## src/rtl/inv_fb_pkg.sv

```systemverilog
// ----------------------------------------------------------------------------
// inv_fb_pkg
// Shared types and default constants for the inverter feedback qualifier.
//   fb_state_e : sequencer states (IDLE, SETTLE, ACCUM, DECIDE, LOCKED)
//   fb_dir_e   : decision direction (NONE, UP, DOWN)
//   DEF_*      : default values for the inv_fb_filter parameters
// ----------------------------------------------------------------------------
package inv_fb_pkg;

  typedef enum logic [2:0] {
    ST_IDLE   = 3'd0,
    ST_SETTLE = 3'd1,
    ST_ACCUM  = 3'd2,
    ST_DECIDE = 3'd3,
    ST_LOCKED = 3'd4
  } fb_state_e;

  typedef enum logic [1:0] {
    DIR_NONE = 2'd0,
    DIR_UP   = 2'd1,
    DIR_DOWN = 2'd2
  } fb_dir_e;

  localparam int unsigned DEF_WIN_LEN    = 16;
  localparam int unsigned DEF_SETTLE_CYC = 8;
  localparam int unsigned DEF_THRESH     = 4;
  localparam int unsigned DEF_LOCK_REV   = 3;

  // A step counts as a reversal only against an established opposite direction.
  function automatic logic is_reversal(input fb_dir_e last_dir, input fb_dir_e new_dir);
    logic rev;
    rev = 1'b0;
    if ((last_dir == DIR_UP) && (new_dir == DIR_DOWN)) begin
      rev = 1'b1;
    end else if ((last_dir == DIR_DOWN) && (new_dir == DIR_UP)) begin
      rev = 1'b1;
    end else begin
      rev = 1'b0;
    end
    return rev;
  endfunction

endpackage

```

## src/rtl/inv_fb_sync2.sv

```systemverilog
// ----------------------------------------------------------------------------
// inv_fb_sync2
// Two-flop synchronizer for one asynchronous comparator bit.
// Ports:
//   CLK : clock (posedge)
//   RST : synchronous active-high reset, clears both flops
//   D   : asynchronous input
//   Q   : synchronized output, two cycles behind D
// ----------------------------------------------------------------------------
module inv_fb_sync2 (
  input  logic CLK,
  input  logic RST,
  input  logic D,
  output logic Q
);

  logic meta_r;
  logic sync_r;

  // Two-stage capture of the asynchronous input.
  always_ff @(posedge CLK) begin
    if (RST) begin
      meta_r <= 1'b0;
      sync_r <= 1'b0;
    end else begin
      meta_r <= D;
      sync_r <= meta_r;
    end
  end

  assign Q = sync_r;

endmodule

```

## src/rtl/inv_fb_filter.sv

```systemverilog
// ----------------------------------------------------------------------------
// inv_fb_filter
// Feedback qualifier in front of the 4-bit inverter configuration stage.
// Synchronizes the comparator pair, integrates it over WIN_LEN samples and
// issues at most one single-cycle step request per window, followed by an
// analog settle interval of SETTLE_CYC cycles.
//
// Optional build macro: INV_FB_LOCK_EN
//   defined   : after LOCK_REV consecutive direction reversals the step is
//               suppressed, LOCKED rises and stepping stops until RST.
//   undefined : LOCKED is tied low and the sequencer cycles indefinitely.
//
// Ports:
//   CLK    : clock, all logic on posedge
//   RST    : synchronous active-high reset
//   EN     : loop enable, low returns to IDLE
//   CMP_U  : raw "pull up" comparator, asynchronous
//   CMP_D  : raw "pull down" comparator, asynchronous
//   O_INVU : one-cycle step-up request
//   O_INVD : one-cycle step-down request
//   BAL    : one-cycle pulse, window balanced, no step
//   LOCKED : level, dither lock declared
// ----------------------------------------------------------------------------
module inv_fb_filter
  import inv_fb_pkg::*;
#(
  parameter int unsigned WIN_LEN    = DEF_WIN_LEN,
  parameter int unsigned SETTLE_CYC = DEF_SETTLE_CYC,
  parameter int unsigned THRESH     = DEF_THRESH,
  parameter int unsigned LOCK_REV   = DEF_LOCK_REV
) (
  input  logic CLK,
  input  logic RST,
  input  logic EN,
  input  logic CMP_U,
  input  logic CMP_D,
  output logic O_INVU,
  output logic O_INVD,
  output logic BAL,
  output logic LOCKED
);

  localparam int unsigned CW = $clog2(WIN_LEN + 1);
  localparam int unsigned AW = $clog2(WIN_LEN);
  localparam int unsigned SW = (SETTLE_CYC > 1) ? $clog2(SETTLE_CYC) : 1;

  localparam logic [SW-1:0] SETTLE_LOAD = SW'(SETTLE_CYC - 1);
  localparam logic [AW-1:0] ACC_LAST    = AW'(WIN_LEN - 1);
  localparam logic [CW:0]   THR_EXT     = (CW + 1)'(THRESH);

  fb_state_e     state_r;
  logic [SW-1:0] settle_cnt_r;
  logic [AW-1:0] acc_cnt_r;
  logic [CW-1:0] up_cnt_r;
  logic [CW-1:0] dn_cnt_r;
  logic          invu_r;
  logic          invd_r;
  logic          bal_r;

  logic          u_sync_s;
  logic          d_sync_s;
  logic [CW:0]   up_ext_s;
  logic [CW:0]   dn_ext_s;
  fb_dir_e       dir_s;

  inv_fb_sync2 u_sync_u (
    .CLK (CLK),
    .RST (RST),
    .D   (CMP_U),
    .Q   (u_sync_s)
  );

  inv_fb_sync2 u_sync_d (
    .CLK (CLK),
    .RST (RST),
    .D   (CMP_D),
    .Q   (d_sync_s)
  );

  // One extra bit so count + THRESH can never wrap.
  assign up_ext_s = {1'b0, up_cnt_r};
  assign dn_ext_s = {1'b0, dn_cnt_r};

  // Window decision from the accumulated counts.
  always_comb begin
    dir_s = DIR_NONE;
    if (up_ext_s >= (dn_ext_s + THR_EXT)) begin
      dir_s = DIR_UP;
    end else if (dn_ext_s >= (up_ext_s + THR_EXT)) begin
      dir_s = DIR_DOWN;
    end else begin
      dir_s = DIR_NONE;
    end
  end

`ifdef INV_FB_LOCK_EN
  localparam int unsigned RW = $clog2(LOCK_REV + 1);

  fb_dir_e       last_dir_r;
  logic [RW-1:0] rev_cnt_r;
  logic          locked_r;
  fb_dir_e       last_next_s;
  logic [RW-1:0] rev_next_s;
  logic          lock_hit_s;

  // Reversal bookkeeping for the decision being made this cycle.
  always_comb begin
    last_next_s = last_dir_r;
    rev_next_s  = rev_cnt_r;
    if (dir_s == DIR_NONE) begin
      last_next_s = last_dir_r;
      rev_next_s  = rev_cnt_r;
    end else if (is_reversal(last_dir_r, dir_s)) begin
      last_next_s = dir_s;
      rev_next_s  = rev_cnt_r + RW'(1);
    end else begin
      last_next_s = dir_s;
      rev_next_s  = {RW{1'b0}};
    end
  end

  // rev_cnt stops at LOCK_REV because reaching it ends stepping.
  assign lock_hit_s = (dir_s != DIR_NONE) && (rev_next_s == RW'(LOCK_REV));

  // Direction history and sticky lock flag; only RST releases the lock.
  always_ff @(posedge CLK) begin
    if (RST) begin
      last_dir_r <= DIR_NONE;
      rev_cnt_r  <= {RW{1'b0}};
      locked_r   <= 1'b0;
    end else if (!EN) begin
      last_dir_r <= DIR_NONE;
      rev_cnt_r  <= {RW{1'b0}};
      locked_r   <= locked_r;
    end else if (state_r == ST_DECIDE) begin
      last_dir_r <= last_next_s;
      rev_cnt_r  <= rev_next_s;
      locked_r   <= locked_r | lock_hit_s;
    end else begin
      last_dir_r <= last_dir_r;
      rev_cnt_r  <= rev_cnt_r;
      locked_r   <= locked_r;
    end
  end

  assign LOCKED = locked_r;
`else
  assign LOCKED = 1'b0;
`endif

  // Sequencer with registered single-cycle decision pulses.
  always_ff @(posedge CLK) begin
    if (RST || !EN) begin
      state_r      <= ST_IDLE;
      settle_cnt_r <= {SW{1'b0}};
      acc_cnt_r    <= {AW{1'b0}};
      up_cnt_r     <= {CW{1'b0}};
      dn_cnt_r     <= {CW{1'b0}};
      invu_r       <= 1'b0;
      invd_r       <= 1'b0;
      bal_r        <= 1'b0;
    end else begin
      invu_r <= 1'b0;
      invd_r <= 1'b0;
      bal_r  <= 1'b0;
      case (state_r)
        ST_IDLE: begin
`ifdef INV_FB_LOCK_EN
          if (locked_r) begin
            state_r <= ST_LOCKED;
          end else begin
            state_r      <= ST_SETTLE;
            settle_cnt_r <= SETTLE_LOAD;
          end
`else
          state_r      <= ST_SETTLE;
          settle_cnt_r <= SETTLE_LOAD;
`endif
        end
        ST_SETTLE: begin
          if (settle_cnt_r == {SW{1'b0}}) begin
            state_r   <= ST_ACCUM;
            acc_cnt_r <= {AW{1'b0}};
            up_cnt_r  <= {CW{1'b0}};
            dn_cnt_r  <= {CW{1'b0}};
          end else begin
            settle_cnt_r <= settle_cnt_r - SW'(1);
          end
        end
        ST_ACCUM: begin
          // 00 and 11 are indeterminate and count toward neither side.
          if (u_sync_s && !d_sync_s) begin
            up_cnt_r <= up_cnt_r + CW'(1);
          end else if (!u_sync_s && d_sync_s) begin
            dn_cnt_r <= dn_cnt_r + CW'(1);
          end else begin
            up_cnt_r <= up_cnt_r;
          end
          if (acc_cnt_r == ACC_LAST) begin
            state_r <= ST_DECIDE;
          end else begin
            acc_cnt_r <= acc_cnt_r + AW'(1);
          end
        end
        ST_DECIDE: begin
          state_r      <= ST_SETTLE;
          settle_cnt_r <= SETTLE_LOAD;
`ifdef INV_FB_LOCK_EN
          if (lock_hit_s) begin
            state_r <= ST_LOCKED;
          end else begin
            invu_r <= (dir_s == DIR_UP);
            invd_r <= (dir_s == DIR_DOWN);
            bal_r  <= (dir_s == DIR_NONE);
          end
`else
          invu_r <= (dir_s == DIR_UP);
          invd_r <= (dir_s == DIR_DOWN);
          bal_r  <= (dir_s == DIR_NONE);
`endif
        end
`ifdef INV_FB_LOCK_EN
        ST_LOCKED: begin
          state_r <= ST_LOCKED;
        end
`endif
        default: begin
          state_r <= ST_IDLE;
        end
      endcase
    end
  end

  assign O_INVU = invu_r;
  assign O_INVD = invd_r;
  assign BAL    = bal_r;

endmodule

```

## config.mk

```make
export PLATFORM = sky130hd
export DESIGN_NAME = inv_fb_filter
export DESIGN_NICKNAME = d
export VERILOG_FILES = /design/src/rtl/inv_fb_pkg.sv /design/src/rtl/inv_fb_sync2.sv /design/src/rtl/inv_fb_filter.sv
export SDC_FILE = /design/constraint.sdc
export NUM_CORES = 1
export LEC_CHECK = 0
export ABC_CLOCK_PERIOD_IN_PS = 1800
export CORE_MARGIN = 3
export CORE_UTILIZATION = 55
export DETAILED_ROUTE_END_ITERATION = 16
export HOLD_SLACK_MARGIN = 0.12
export PLACE_DENSITY_LB_ADDON = 0.3
export SKIP_LAST_GASP = 1
export SLEW_MARGIN = 10
export SYNTH_ARGS = -nofsm -noshare
export SYNTH_HDL_FRONTEND = slang
export SYNTH_SLANG_ARGS = --single-unit
```

## constraint.sdc

```tcl
create_clock -name CLK -period 1.8 [get_ports CLK]
set_input_delay 0.36 -clock CLK [delete_from_list [all_inputs] [get_ports CLK]]
set_output_delay 0.36 -clock CLK [all_outputs]
set_load 0.02 [all_outputs]
```

# After elaboration in Yosys (flattened, before gate mapping)
# Cells that the tools add are included.
[classes] n_addsub=6 magnitude_cmp=2 eq_ne=13 n_mux=16 bitwise=1 n_reduce_logical=18
[op_table] operator="$mux W5" count=4
[op_table] operator="$pmux W5 S2" count=2
[op_table] operator="$ne A2 B2 Y1 const B" count=7
[op_table] operator="$add A5 B3 Y6 const B" count=2
[op_table] operator="$ge A5 B6 Y1" count=2
[op_table] operator="$add A5 B1 Y5 const B" count=2
[op_table] operator="$mux W3" count=3
[op_table] operator="$pmux W3 S3" count=1
[op_table] operator="$mux W4" count=2
[op_table] operator="$pmux W4 S2" count=1
[op_table] operator="$eq A3 B2 Y1 const B" count=2
[op_table] operator="$logic_not A3 Y1" count=2
[op_table] operator="$pmux W3 S2" count=1
[op_table] operator="$reduce_and A3 Y1" count=2
[op_table] operator="$add A4 B1 Y4 const B" count=1
[op_table] operator="$eq A4 B4 Y1 const B" count=1
[op_table] operator="$mux W2" count=2
[op_table] operator="$reduce_and A2 Y1" count=2
[op_table] operator="$reduce_and A4 Y1" count=1
[op_table] operator="$reduce_bool A2 Y1" count=2
[op_table] operator="$reduce_or A2 Y1" count=2
[op_table] operator="$eq A3 B1 Y1 const B" count=1
[op_table] operator="$logic_not A1 Y1" count=3
[op_table] operator="$sub A3 B1 Y3 const B" count=1
[op_table] operator="other kinds (6)" count=7
[word_totals] regBits=27 in_bits=5 output_inout_bits=4 word_cells=68

# Logic depth before layout (Yosys ltp)
# Gate-level depths: netlist of the first run.
[depth] ltp_word=5 ltp_mapped=7 ltp_nobuf=7

# By module
# Synthesis of the first run repeated with hierarchy kept, for this count alone.
[hier_totals] hier_cells=167 area_unflattened_um2=1565.3
[modules_own_cells] module="inv_fb_filter" n_inst=1 cells_per_inst=159 area_per_inst_um2=1460.2
[modules_own_cells] module="inv_fb_sync2" n_inst=2 cells_per_inst=4 area_per_inst_um2=52.6

# Worst setup path after synthesis of the first run
# No wires, ideal clock.
[synth_path] path_kind="flip-flop to flip-flop" startpoint="register dn_cnt_r[2]" endpoint="register invd_r (netlist: O_INVD)" arrival_time_ps=1497 setup_slack_ps=187 stages_incl_launch_ff=8 path_cell_list="dfxtp_1 ha_1 xnor2_1 ha_1 nand3_1 nand2b_1 o221ai_1 and3b_1"
[synth_between] elab_chain_cells=4 word_cells_on_any_way=6 classes_between="add/sub: 1; order compare: 2; eq/ne: 1; mux: 2"
[synth_lines] element="start: declaration" line="inv_fb_filter.sv:55" rtl="logic [CW-1:0] dn_cnt_r;"
[synth_lines] element="start signal: assignment" line="inv_fb_filter.sv:158" rtl="dn_cnt_r <= {CW{1'b0}};"
[synth_lines] element="start signal: assignment" line="inv_fb_filter.sv:185" rtl="dn_cnt_r <= {CW{1'b0}};"
[synth_lines] element="start signal: assignment" line="inv_fb_filter.sv:195" rtl="dn_cnt_r <= dn_cnt_r + CW'(1);"
[synth_lines] element="$add A5 B3 Y6 / $ge A5 B6 Y1 (equally long branches)" line="inv_fb_filter.sv:87, inv_fb_filter.sv:89"
[synth_lines] element="$ge A5 B6 Y1 / $mux W2 (equally long branches)" line="inv_fb_filter.sv:87, inv_fb_filter.sv:89"
[synth_lines] element="$mux W2 (*)" line="inv_fb_filter.sv:87" rtl="if (up_ext_s >= (dn_ext_s + THR_EXT)) begin"
[synth_lines] element="$eq A2 B2 Y1 (*)" line="inv_fb_filter.sv:218" rtl="invd_r <= (dir_s == DIR_DOWN);"
[synth_lines] element="end signal: assignment" line="inv_fb_filter.sv:218"
[synth_lines] element="end: declaration" line="inv_fb_filter.sv:57" rtl="logic invd_r;"
# Every way passes the cells marked *; elsewhere a longest branch is shown, timed or not.
# A chain may end at the register's enable or synchronous reset.

# Worst setup path after layout of the first run
[layout_path] startpoint="register dn_cnt_r[3]" endpoint="register invd_r (netlist: O_INVD)"
# The elaborated chain is that of the path after synthesis.

==> metrics.txt, run 1 <==
initial drt markers 46; final WL 3260 um; Post-Synth XOR/XNOR Area 0.0112; final hold vios 0; die width 59.4 um; Top Ports 9; Syn Nets 194; DRC Markers 0; row cnt 18; P per Cell Area 587 mW/mm^2; largest net degree at the start of global routing 14; Peak VDD IR 0.435 mV; RSZ-0062 raised after global routing yes; largest family of logic cells by synthesized area simple AND/OR/NAND/NOR gates; IO buf count 7; post-route ant nets 0; fraction of layout cells with a size suffix above 1 0.176; DRT Pass-1 Iters 4; final net count 215; YS warnings 0; Starting Density 0.606; synthesized area 0.00157 mm^2; hold_buf cts 0; vias in the first global route 1,374; status completed; initial antenna violation count 0; DR vias 1,308; Simple-Gate Fraction of Synth Area 0.236; Required @ worst endpoint 2.07 ns; Max-cap violations 0; n_diodes 0; worst-path fanout max 2; wire per inst 15.0 um; CP Capture Type register; Worst Hold Slack 0.453 ns; mux contribution to synthesized area 0.0335; Clock Sinks 26; fill cell count 207; Syn-to-layout area delta 13.6%; Clk Tree Root Cell clkbuf_4; Setup violations, final 0; Synth Register Bits 26; Synth top area share 0.331; ys async rst share 0; Post-synth top flop dfxtp_1; grt total ovfl 0; Final Critical Period 1.77 ns; CTS tree done; compound-gate portion of the synthesized area 0.175; Post-Synth Adder-Cell Area 0.159; number of flops mapped to enable cells by yosys 0; max-slew violation count 0; Syn Area/Cell 9.29 um^2; latest clock arrival within the worst-skew pair 0.31 ns; type of origin of the critical path register; period utilization 0.984; first-pass GRT wire length 5800 um; WS Path Type register to register; synthesized instance count 169; core area 0.00259 mm^2; DIE HEIGHT 59.4 um; hpwl dp 2540 um; GP Congestion 0.938; TNS Setup 0 ns; Clock H-tree levels 1; LEAKAGE 0.734 nW; die area 0.00353 mm^2; Clock Path Buffers 2; register area share after synthesis 0.331; Total Routing Usage GR 0.212; Clock Skews 0.00108 ns; worst min path class register to register; vias per cell 6.00; most area-consuming cells after synthesis dfxtp_1 (33%), ha_1 (16%), a21oi_1 (4.8%); Netlist cell types 39; TritonCTS Buffers 3; Synth area leader dfxtp_1; CTS clk-pin slew, worst paths 0.13 ns; FMAX 565 MHz; Crit path arrival time 2.04 ns
==> power by group <==
group          internal [mW]  leakage (nW)  switching (mW)
Sequential             0.591         0.212         0.00991
Combinational         0.0911         0.509           0.117
Clock                 0.0783        0.0138           0.161
Total                  0.760         0.734           0.287
==> worst paths after layout <==
kind | start | end | slack, ns | depth (start not counted)
max | dn_cnt_r[3] | O_INVD | 0.03 | 7
min | u_sync_u.meta_r | u_sync_u.Q | 0.45 | 1
max reg2reg | dn_cnt_r[3] | O_INVD | 0.03 | 7
min reg2reg | u_sync_u.meta_r | u_sync_u.Q | 0.45 | 1
==> cells in the mapped netlist, drive strengths merged (2+ instances only) <==
library cell	n
nand3b	6
a21bo	3
nor2	7
a21o	2
a211oi	5
or3	3
nand2b	12
ha	20
nand3	11
a22oi	3
dfxtp	26
inv	12
xnor2	2
and3	3
nand4	4
buf	4
a21oi	15
o21ai	4
nand2	6
nor2b	5
mux2	2
mux2i	3
==> critical path, cell delays in order (launching register included) <==
cell and delay, ns:
dfxtp_2 0.35, ha_2 0.31, inv_1 0.04, ha_1 0.28, a21o_1 0.19, a21oi_2 0.19
o221ai_2 0.14, and3b_1 0.23
==> cells in the final DEF, fill, tap and decap left out, drive strengths merged, types with 3 or more instances in the layout <==
master         instances
inv                   12
nand2b                12
nor2b                  5
clkdlybuf4s50          7
a211oi                 5
o21ai                  4
and3                   3
mux2i                  3
nand3                 11
ha                    20
clkbuf                 3
nand2                  6
a21bo                  3
a21oi                 15
nand4                  4
dfxtp                 26
a22oi                  3
buf                   14
or3                    3
nor2                   7
nand3b                 6
==> sequential cells by signal, indices dropped and copies added (netlist names) <==
signal,flops
BAL,1
O_INVD,1
O_INVU,1
acc_cnt_r,4
dn_cnt_r,5
settle_cnt_r,3
state_r,2
u_sync_d.Q,1
u_sync_d.meta_r,1
u_sync_u.Q,1
u_sync_u.meta_r,1
up_cnt_r,5
==> metrics by stage <==
| step | instances | setup slack, ns | power [mW] | util | cell area, um^2 |
|---|---|---|---|---|---|
| after floorplan | 169 | 0.187 | 0.768 | - | 1570 |
| after global placement | 215 | 0.160 | 0.807 | 0.675 | 1750 |
| after detailed placement | 215 | 0.0721 | 0.819 | 0.675 | 1750 |
| after CTS | 218 | 0.0653 | 1.06 | 0.684 | 1770 |
| after global routing | 218 | -0.0828 | 1.10 | 0.689 | 1780 |
| final | 218 | 0.0290 | 1.05 | 0.689 | 1780 |
==> per-layer routing <==
layer  up-vias  GRT usage  routed length [um]
met3         9     0.0327                 128
li1        636          -                   -
met1       630      0.230                1340
met2        33      0.387                1720
met4         0      0.113                  70
met5         -          0                   0
==> what timing repair did <==
item / 4_1_cts / 5_1_grt
endpoints found under the setup margin: 0 / 1
gates resized for setup: 0 / 4
setup buffers: 0 / 0
==> area by class of cell <==
cell class / instances / area, um^2 / area share
flip-flops and latches: 26 / 522 / 0.292
inverters: 12 / 45.0 / 0.0252
clock buffers: 3 / 22.5 / 0.0126
repair buffers: 21 / 175 / 0.0982
well taps: 30 / 37.5 / 0.0210
multi-input cells: 126 / 982 / 0.550
==> cells by family (layout without fill, tap and decap cells) <==
| logic type | Yosys count | after routing |
|---|---|---|
| other cells | 1 | 1 |
| flops | 26 | 26 |
| buf+inv | 17 | 36 |
| compound gates | 36 | 36 |
| simple gates | 62 | 62 |
| mux | 5 | 5 |
| xor+xnor | 2 | 2 |
| fa+ha+maj | 20 | 20 |
Note: power is estimated with default switching activity, not from simulation.
==> run 2, diff against run 1 <==
Settings changed: CTS_CLUSTER_DIAMETER set to 200.
==> results of run 2 <==
No change in the layout: final DEF, timing and power equal those of run 1.
